File: src/rtl/fantasticfft_pkg.sv
// fantasticfft shared types for the 8-point FFT sequencer.
// State encoding, transform size and the bit-reversal helper.
package fantasticfft_pkg;

  localparam int FFT8_N     = 8;
  localparam int FFT8_LOG2N = 3;

  typedef enum logic [2:0] {
    ST_IDLE,
    ST_LOAD,
    ST_ISSUE,
    ST_WAIT,
    ST_UNLOAD,
    ST_DONE
  } fft8_ctrl_state_t;

  function automatic logic [FFT8_LOG2N-1:0] bitrev3(
    input logic [FFT8_LOG2N-1:0] x
  );
    return {x[0], x[1], x[2]};
  endfunction

endpackage

File: src/rtl/fantasticfft_fft8_ctrl_if.sv
// Host handshake and RF/butterfly control bundle of the FFT8 sequencer.
// Optional FANTASTICFFT_FFT8_IFFT_EN adds inverse / tw_conj.
interface fantasticfft_fft8_ctrl_if;

  logic       start;
  logic       busy;
  logic       done;
  logic       in_valid;
  logic       in_ready;
  logic       out_valid;
  logic       out_ready;
  logic [2:0] out_idx;
  logic       bf_issue;
  logic [2:0] rd_addr_a;
  logic [2:0] rd_addr_b;
  logic [1:0] tw_idx;
  logic       we_a;
  logic       we_b;
  logic [2:0] wr_addr_a;
  logic [2:0] wr_addr_b;
`ifdef FANTASTICFFT_FFT8_IFFT_EN
  logic       inverse;
  logic       tw_conj;

  modport master (
    input  start, in_valid, out_ready, inverse,
    output busy, done, in_ready, out_valid, out_idx,
    output bf_issue, rd_addr_a, rd_addr_b, tw_idx,
    output we_a, we_b, wr_addr_a, wr_addr_b, tw_conj
  );

  modport slave (
    output start, in_valid, out_ready, inverse,
    input  busy, done, in_ready, out_valid, out_idx,
    input  bf_issue, rd_addr_a, rd_addr_b, tw_idx,
    input  we_a, we_b, wr_addr_a, wr_addr_b, tw_conj
  );
`else
  modport master (
    input  start, in_valid, out_ready,
    output busy, done, in_ready, out_valid, out_idx,
    output bf_issue, rd_addr_a, rd_addr_b, tw_idx,
    output we_a, we_b, wr_addr_a, wr_addr_b
  );

  modport slave (
    output start, in_valid, out_ready,
    input  busy, done, in_ready, out_valid, out_idx,
    input  bf_issue, rd_addr_a, rd_addr_b, tw_idx,
    input  we_a, we_b, wr_addr_a, wr_addr_b
  );
`endif

endinterface

File: src/rtl/fantasticfft_fft8_agu.sv
// Butterfly address generator: (stage s, index k) -> a, b, twiddle.
// Purely combinational; only s=0..2 and k=0..3 are meaningful.
module fantasticfft_fft8_agu
  import fantasticfft_pkg::*;
(
  input  logic [1:0]            s_i,
  input  logic [1:0]            k_i,
  output logic [FFT8_LOG2N-1:0] a_o,
  output logic [FFT8_LOG2N-1:0] b_o,
  output logic [1:0]            tw_o
);

  logic [FFT8_LOG2N-1:0] k3;
  logic [FFT8_LOG2N-1:0] span;
  logic [FFT8_LOG2N-1:0] lo;
  logic [FFT8_LOG2N-1:0] hi;

  // group base plus offset inside the group; b is one span above a
  always_comb begin
    k3   = {1'b0, k_i};
    span = 3'b001 << s_i;
    lo   = k3 & (span - 3'd1);
    hi   = (k3 >> s_i) << (s_i + 2'd1);
    a_o  = hi | lo;
    b_o  = a_o + span;
    tw_o = 2'(lo << (2'd2 - s_i));
  end

endmodule

File: src/rtl/fantasticfft_fft8_ctrl.sv
// 8-point radix-2 DIT FFT sequencer: load, 3x4 butterflies, unload.
// Optional FANTASTICFFT_FFT8_IFFT_EN adds inverse latch and tw_conj.
module fantasticfft_fft8_ctrl
  import fantasticfft_pkg::*;
#(
  parameter int BF_LAT = 2
) (
  input logic                    clk,
  input logic                    rst_n,
  fantasticfft_fft8_ctrl_if.master bus
);

  localparam int L = BF_LAT;
  localparam logic [2:0] LAST = 3'(FFT8_N - 1);
  localparam logic [L-1:0] EARLY = {L{1'b1}} >> 1;

  fft8_ctrl_state_t state_q, state_d;
  logic [2:0] load_q, load_d;
  logic [2:0] unl_q, unl_d;
  logic [1:0] s_q, s_d;
  logic [1:0] k_q, k_d;

  logic [L-1:0]      pv_q, pv_d;
  logic [L-1:0][2:0] pa_q, pa_d;
  logic [L-1:0][2:0] pb_q, pb_d;

  logic [2:0] agu_a, agu_b;
  logic [1:0] agu_tw;
  logic       issue, accept, inflight, wb_v;

  fantasticfft_fft8_agu u_agu (
    .s_i  (s_q),
    .k_i  (k_q),
    .a_o  (agu_a),
    .b_o  (agu_b),
    .tw_o (agu_tw)
  );

  assign issue    = (state_q == ST_ISSUE);
  assign accept   = (state_q == ST_LOAD) && bus.in_valid;
  assign inflight = |(pv_q & EARLY);
  assign wb_v     = pv_q[L-1];

  if (L == 1) begin : g_pipe1
    assign pv_d = issue;
    assign pa_d = agu_a;
    assign pb_d = agu_b;
  end else begin : g_pipen
    assign pv_d = {pv_q[L-2:0], issue};
    assign pa_d = {pa_q[L-2:0], agu_a};
    assign pb_d = {pb_q[L-2:0], agu_b};
  end

  // state and phase counters
  always_ff @(posedge clk or negedge rst_n) begin
    if (!rst_n) begin
      state_q <= ST_IDLE;
      load_q  <= '0;
      unl_q   <= '0;
      s_q     <= '0;
      k_q     <= '0;
    end else begin
      state_q <= state_d;
      load_q  <= load_d;
      unl_q   <= unl_d;
      s_q     <= s_d;
      k_q     <= k_d;
    end
  end

  // writeback address pipe, BF_LAT deep
  always_ff @(posedge clk or negedge rst_n) begin
    if (!rst_n) begin
      pv_q <= '0;
      pa_q <= '0;
      pb_q <= '0;
    end else begin
      pv_q <= pv_d;
      pa_q <= pa_d;
      pb_q <= pb_d;
    end
  end

  // next state and counter updates
  always_comb begin
    state_d = state_q;
    load_d  = load_q;
    unl_d   = unl_q;
    s_d     = s_q;
    k_d     = k_q;
    unique case (state_q)
      ST_IDLE: begin
        if (bus.start) state_d = ST_LOAD;
      end
      ST_LOAD: begin
        if (bus.in_valid) begin
          load_d = load_q + 3'd1;
          if (load_q == LAST) begin
            state_d = ST_ISSUE;
            s_d     = '0;
            k_d     = '0;
          end
        end
      end
      ST_ISSUE: begin
        k_d = k_q + 2'd1;
        if (k_q == 2'd3) state_d = ST_WAIT;
      end
      ST_WAIT: begin
        if (!inflight) begin
          if (s_q == 2'd2) begin
            state_d = ST_UNLOAD;
            s_d     = '0;
          end else begin
            state_d = ST_ISSUE;
            s_d     = s_q + 2'd1;
          end
        end
      end
      ST_UNLOAD: begin
        if (bus.out_ready) begin
          unl_d = unl_q + 3'd1;
          if (unl_q == LAST) state_d = ST_DONE;
        end
      end
      ST_DONE: begin
        state_d = ST_IDLE;
      end
      default: begin
        state_d = ST_IDLE;
      end
    endcase
  end

  assign bus.busy      = (state_q != ST_IDLE);
  assign bus.done      = (state_q == ST_DONE);
  assign bus.in_ready  = (state_q == ST_LOAD);
  assign bus.out_valid = (state_q == ST_UNLOAD);
  assign bus.out_idx   = unl_q;
  assign bus.bf_issue  = issue;
  assign bus.rd_addr_a = issue ? agu_a : '0;
  assign bus.rd_addr_b = issue ? agu_b : '0;
  assign bus.tw_idx    = issue ? agu_tw : '0;
  assign bus.we_a      = accept | wb_v;
  assign bus.we_b      = wb_v;
  assign bus.wr_addr_a = wb_v   ? pa_q[L-1] :
                         accept ? bitrev3(load_q) : '0;
  assign bus.wr_addr_b = wb_v   ? pb_q[L-1] : '0;

`ifdef FANTASTICFFT_FFT8_IFFT_EN
  logic inv_q;

  // direction is captured with the start that launches a transform
  always_ff @(posedge clk or negedge rst_n) begin
    if (!rst_n) begin
      inv_q <= 1'b0;
    end else if (state_q == ST_IDLE && bus.start) begin
      inv_q <= bus.inverse;
    end
  end

  assign bus.tw_conj = issue & inv_q;
`endif

endmodule

File: src/flat_wrapper.sv
// flat-port wrapper written by rule: the top's interface ports become plain ports
module fantasticfft_fft8_ctrl_flat import fantasticfft_pkg::*;
#(
  parameter int BF_LAT = 2
)
  (clk, rst_n, bus_start, bus_in_valid, bus_out_ready, bus_busy, bus_done, bus_in_ready, bus_out_valid, bus_out_idx, bus_bf_issue, bus_rd_addr_a, bus_rd_addr_b, bus_tw_idx, bus_we_a, bus_we_b, bus_wr_addr_a, bus_wr_addr_b);
  fantasticfft_fft8_ctrl_if bus_i ();
  input logic clk;
  input logic rst_n;
  input wire logic [$bits(bus_i.start)-1:0] bus_start;
  input wire logic [$bits(bus_i.in_valid)-1:0] bus_in_valid;
  input wire logic [$bits(bus_i.out_ready)-1:0] bus_out_ready;
  output wire logic [$bits(bus_i.busy)-1:0] bus_busy;
  output wire logic [$bits(bus_i.done)-1:0] bus_done;
  output wire logic [$bits(bus_i.in_ready)-1:0] bus_in_ready;
  output wire logic [$bits(bus_i.out_valid)-1:0] bus_out_valid;
  output wire logic [$bits(bus_i.out_idx)-1:0] bus_out_idx;
  output wire logic [$bits(bus_i.bf_issue)-1:0] bus_bf_issue;
  output wire logic [$bits(bus_i.rd_addr_a)-1:0] bus_rd_addr_a;
  output wire logic [$bits(bus_i.rd_addr_b)-1:0] bus_rd_addr_b;
  output wire logic [$bits(bus_i.tw_idx)-1:0] bus_tw_idx;
  output wire logic [$bits(bus_i.we_a)-1:0] bus_we_a;
  output wire logic [$bits(bus_i.we_b)-1:0] bus_we_b;
  output wire logic [$bits(bus_i.wr_addr_a)-1:0] bus_wr_addr_a;
  output wire logic [$bits(bus_i.wr_addr_b)-1:0] bus_wr_addr_b;
  assign bus_i.start = bus_start;
  assign bus_i.in_valid = bus_in_valid;
  assign bus_i.out_ready = bus_out_ready;
  assign bus_busy = bus_i.busy;
  assign bus_done = bus_i.done;
  assign bus_in_ready = bus_i.in_ready;
  assign bus_out_valid = bus_i.out_valid;
  assign bus_out_idx = bus_i.out_idx;
  assign bus_bf_issue = bus_i.bf_issue;
  assign bus_rd_addr_a = bus_i.rd_addr_a;
  assign bus_rd_addr_b = bus_i.rd_addr_b;
  assign bus_tw_idx = bus_i.tw_idx;
  assign bus_we_a = bus_i.we_a;
  assign bus_we_b = bus_i.we_b;
  assign bus_wr_addr_a = bus_i.wr_addr_a;
  assign bus_wr_addr_b = bus_i.wr_addr_b;
  fantasticfft_fft8_ctrl #(.BF_LAT(BF_LAT)) u_core (.clk(clk), .rst_n(rst_n), .bus(bus_i));
endmodule
File: config.mk
export PLATFORM = sky130hd
export DESIGN_NAME = fantasticfft_fft8_ctrl_flat
export DESIGN_NICKNAME = d
export VERILOG_FILES = /design/src/rtl/fantasticfft_pkg.sv /design/src/rtl/fantasticfft_fft8_ctrl_if.sv /design/src/rtl/fantasticfft_fft8_agu.sv /design/src/rtl/fantasticfft_fft8_ctrl.sv /design/src/flat_wrapper.sv
export SDC_FILE = /design/constraint.sdc
export NUM_CORES = 1
export LEC_CHECK = 0
export ABC_AREA = 0
export BUFFER_PORTS_ARGS = -buffer_cell sky130_fd_sc_hd__buf_2
export CAP_MARGIN = 20
export CORE_ASPECT_RATIO = 1.1
export CORE_MARGIN = 4
export CORE_UTILIZATION = 40
export DETAILED_ROUTE_END_ITERATION = 10
export GPL_TIMING_DRIVEN = 0
export HOLD_SLACK_MARGIN = 0.08
export SKIP_CTS_REPAIR_TIMING = 1
export SYNTH_ARGS = -nofsm -noshare
export SYNTH_HDL_FRONTEND = slang
export SYNTH_SLANG_ARGS = --single-unit
File: constraint.sdc
create_clock -name clk -period 2.8 [get_ports clk]
set_input_delay 0.7 -clock clk [delete_from_list [all_inputs] [get_ports clk]]
set_output_delay 0.7 -clock clk [all_outputs]
set_load 0.005 [all_outputs]
==> results.md <==
* Ys Warns at 0
* Sequential element share of the synthesized area at 0.4972
* RSZ-0062 raised after global routing: true
* Gate Count Post-Synth at 124
* Worst hold slack at 0.3573 ns
* Area Overhead vs Synth at 24.13%
* IO Port Bufs at 28
* Crit path required time at 2.10 ns
* Logic pwr share at 0.515
* DRC Markers at 0
* Half-perimeter wire length after placement at 1.966 mm
* Power Total at 1.727 mW
* Die ar. at 4395 um^2
* Final setup viols at 1
* Layout cells sized above 1 at 0.3515
* Largest family of logic cells by synthesized area: simple AND/OR/NAND/NOR gates
* Share of the synthesized area in the top cell type at 0.4972
* Top cell type by total area after synthesis: dfrtp_1
* Failing checks: negative setup slack
* Startpoint types: flop
* Cell Count, Final, Fillers Out at 199
* Clock Pin Slew Worst Setup and Hold Paths at 0.14 ns
* Status: finished, violations left
* CTS tree: yes
* Leakage Power at 0.8548 nW
* Critical path fanouts, max at 5
* DP Cell Count at 186
* CTS Buf Count at 3
* Yosys cell types at 40
* Die width at 63.57 um
* Drt first pass iters at 4
* Detailed Route WL at 2.803 mm
* HP Class: in -> async
* Fmax at 352.5 MHz
* Cell area after synthesis at 1359 um^2
* Worst-skew pair later-pin latency at 0.32 ns
* Largest net degree at the start of global routing at 28
* Cell-internal power at 1.038 mW
* Switching Power at 0.6896 mW
* Synth Register Bits at 27
* Final hold viol count at 0
* Tightest Pin Transition at 0.5813 ns
* Slew Limit Fails at 0
* Final worst path period need at 2.837 ns
* Clock Tree Buf Depth at 2
* Most common cell after layout, fill and taps aside: buf_2
* DP Worst Slack at -0.1470 ns
* # H-tree levels at 1
* Final #Nets at 182
* Vias per cell at 5.216
* N_diodes at 0
* Global-route wire length before repair at 4.512 mm
* Share of power burned in registers at 0.389
* Vias at 1,038
* Slew HR at 0.6125
* Setup slack after layout at -0.03652 ns
* Post-synthesis xor/xnor area fraction at 0.03867
* Mux cell area share after synthesis at 0.05525
* Setup CP Type: reg -> out
* Pwr dens at 1024 nW/um^2
* Tot GR Track Use at 0.1238
* Final core utilization at 0.5349
* Post-Syn Area per Cell at 10.96 um^2
* DR WL/cell at 14.09 um
* Area after DPL at 1541 um^2
* Core box area at 3153 um^2
* I/O Pins at 29
* Final Cell Area at 1687 um^2
* TritonCTS Sinks at 27
* Initial Utilization at 0.4310
* Routability cong. at 0.8175
* Initial drt markers at 20
* Synth Area in Simple Gates at 0.2007
* Most frequent cells in the layout: buf_2, dfrtp_1, nand2_1
* Syn nets at 140
* Post-detailed-route count of antenna-violating nets at 0
* Root Driver: clkbuf_4
* Die height at 69.13 um
* # rows at 21
* Net Sw Frac at 0.3993
* Antenna violations before repair at 0
* Area contributors post-synth: dfrtp_1, ha_1, and2_1
* Compound-Gate Fraction of Synth Area at 0.07735
* Grt total ovfl at 0
* Setup Skew at 0.005612 ns
* Peak supply drop at 0.0004525 V
* Setup crit end kind: output port
* CP arrival at 2.14 ns
* Post-Synth Adder-Cell Area at 0.1013
* Via count of the first global-routing pass at 1,043
* Final period util at 1.013
* Max-cap violations at 0
* Clock Power Share at 0.096
* Setup tns final at -0.03652 ns
-- critical path, cell delays in order, from the launching register on --
cell and delay [ns]:
dfrtp_2 0.46, inv_4 0.10, ha_4 0.22, o31ai_4 0.28
ha_2 0.23, xor2_2 0.08, or2_0 0.20, mux2i_1 0.12
buf_2 0.12
-- cell type report --
type,instances,area (um^2)
fillers,293,1466
multi-input cells,87,689.4
plain buffers,5,21.27
repair buffers,37,207.7
well taps,34,42.54
flip-flops and latches,27,676.9
inverters,5,21.27
clock buffers,3,22.52
clock inverters,1,5.005
-- logic make-up after synthesis --
kind of cell / count (synthesis)
simple gates: 46
flops: 27
compound gates: 17
fa+ha+maj: 11
buf+inv: 10
mux: 7
xor+xnor: 6
-- per-layer routing --
layer | part of all wire | up-vias | routed length, um | global-route usage
met5 | 0 | - | 0 | 0
met4 | 0.012 | 0 | 35 | 0.05516
met3 | 0.031 | 4 | 88 | 0.02110
met2 | 0.54 | 17 | 1522 | 0.2216
met1 | 0.41 | 506 | 1157 | 0.1420
li1 | - | 511 | - | -
-- power by group through the flow --
| stage | registers, mW | logic, mW | clock network (mW) |
|---|---|---|---|
| after CTS | 0.672 | 0.774 | 0.176 |
| after global routing | 0.694 | 1.00 | 0.189 |
| after detailed placement | 0.681 | 0.767 | 0 |
| final | 0.672 | 0.890 | 0.166 |
| after global placement | 0.671 | 0.739 | 0 |
| after floorplan | 0.648 | 0.535 | 0 |
-- flip-flops by register name, summed over array words and instances (netlist names) --
signal	count
u_core.state_q	3
u_core.pa_q	3
u_core.bus.out_idx	3
u_core.pv_q	2
u_core.pb_q	3
u_core.pb_d	3
u_core.load_q	3
u_core.pa_d	3
u_core.k_q	2
u_core.s_q	2
-- synthesized netlist by cell type, drive strengths merged --
| master | n |
|---|---|
| or2 | 3 |
| and4b | 1 |
| nor3b | 4 |
| o21ai | 4 |
| a21boi | 2 |
| a31oi | 1 |
| clkinv | 1 |
| nor2 | 5 |
| buf | 2 |
| a21o | 1 |
| nand3b | 1 |
| mux2 | 4 |
| nand4 | 1 |
| xor2 | 4 |
| nor3 | 3 |
| xnor2 | 2 |
| o22ai | 1 |
| a21oi | 4 |
| clkbuf | 3 |
| ha | 11 |
| and2 | 7 |
| or3b | 1 |
| nand2b | 4 |
| nand2 | 10 |
| nor4bb | 1 |
| mux2i | 3 |
| inv | 4 |
| nand3 | 1 |
| a211oi | 2 |
| o31ai | 2 |
| nand4b | 1 |
| dfrtp | 27 |
| and3 | 1 |
| or4b | 1 |
| or3 | 1 |
-- final timing paths --
| path | startpoint | end | slack (ns) | cells after the start |
|---|---|---|---|---|
| setup / recovery | u_core.s_q[0]$_DFFE_PN0P_ | bus_rd_addr_b[1] | -0.04 | 8 |
| hold / removal | rst_n | u_core.pb_q[4]$_DFF_PN0_ | 0.36 | 1 |
| setup reg to reg | u_core.s_q[0]$_DFFE_PN0P_ | u_core.pb_d[4]$_DFF_PN0_ | 1.10 | 5 |
| hold reg to reg | u_core.pa_d[5]$_DFF_PN0_ | u_core.pa_q[5]$_DFF_PN0_ | 0.36 | 0 |
| max in group asynchronous | rst_n | u_core.s_q[0]$_DFFE_PN0P_ | 2.04 | 1 |
| min in group clk | u_core.pa_d[5]$_DFF_PN0_ | u_core.pa_q[5]$_DFF_PN0_ | 0.36 | 0 |
(Power assumes the default switching activity.)
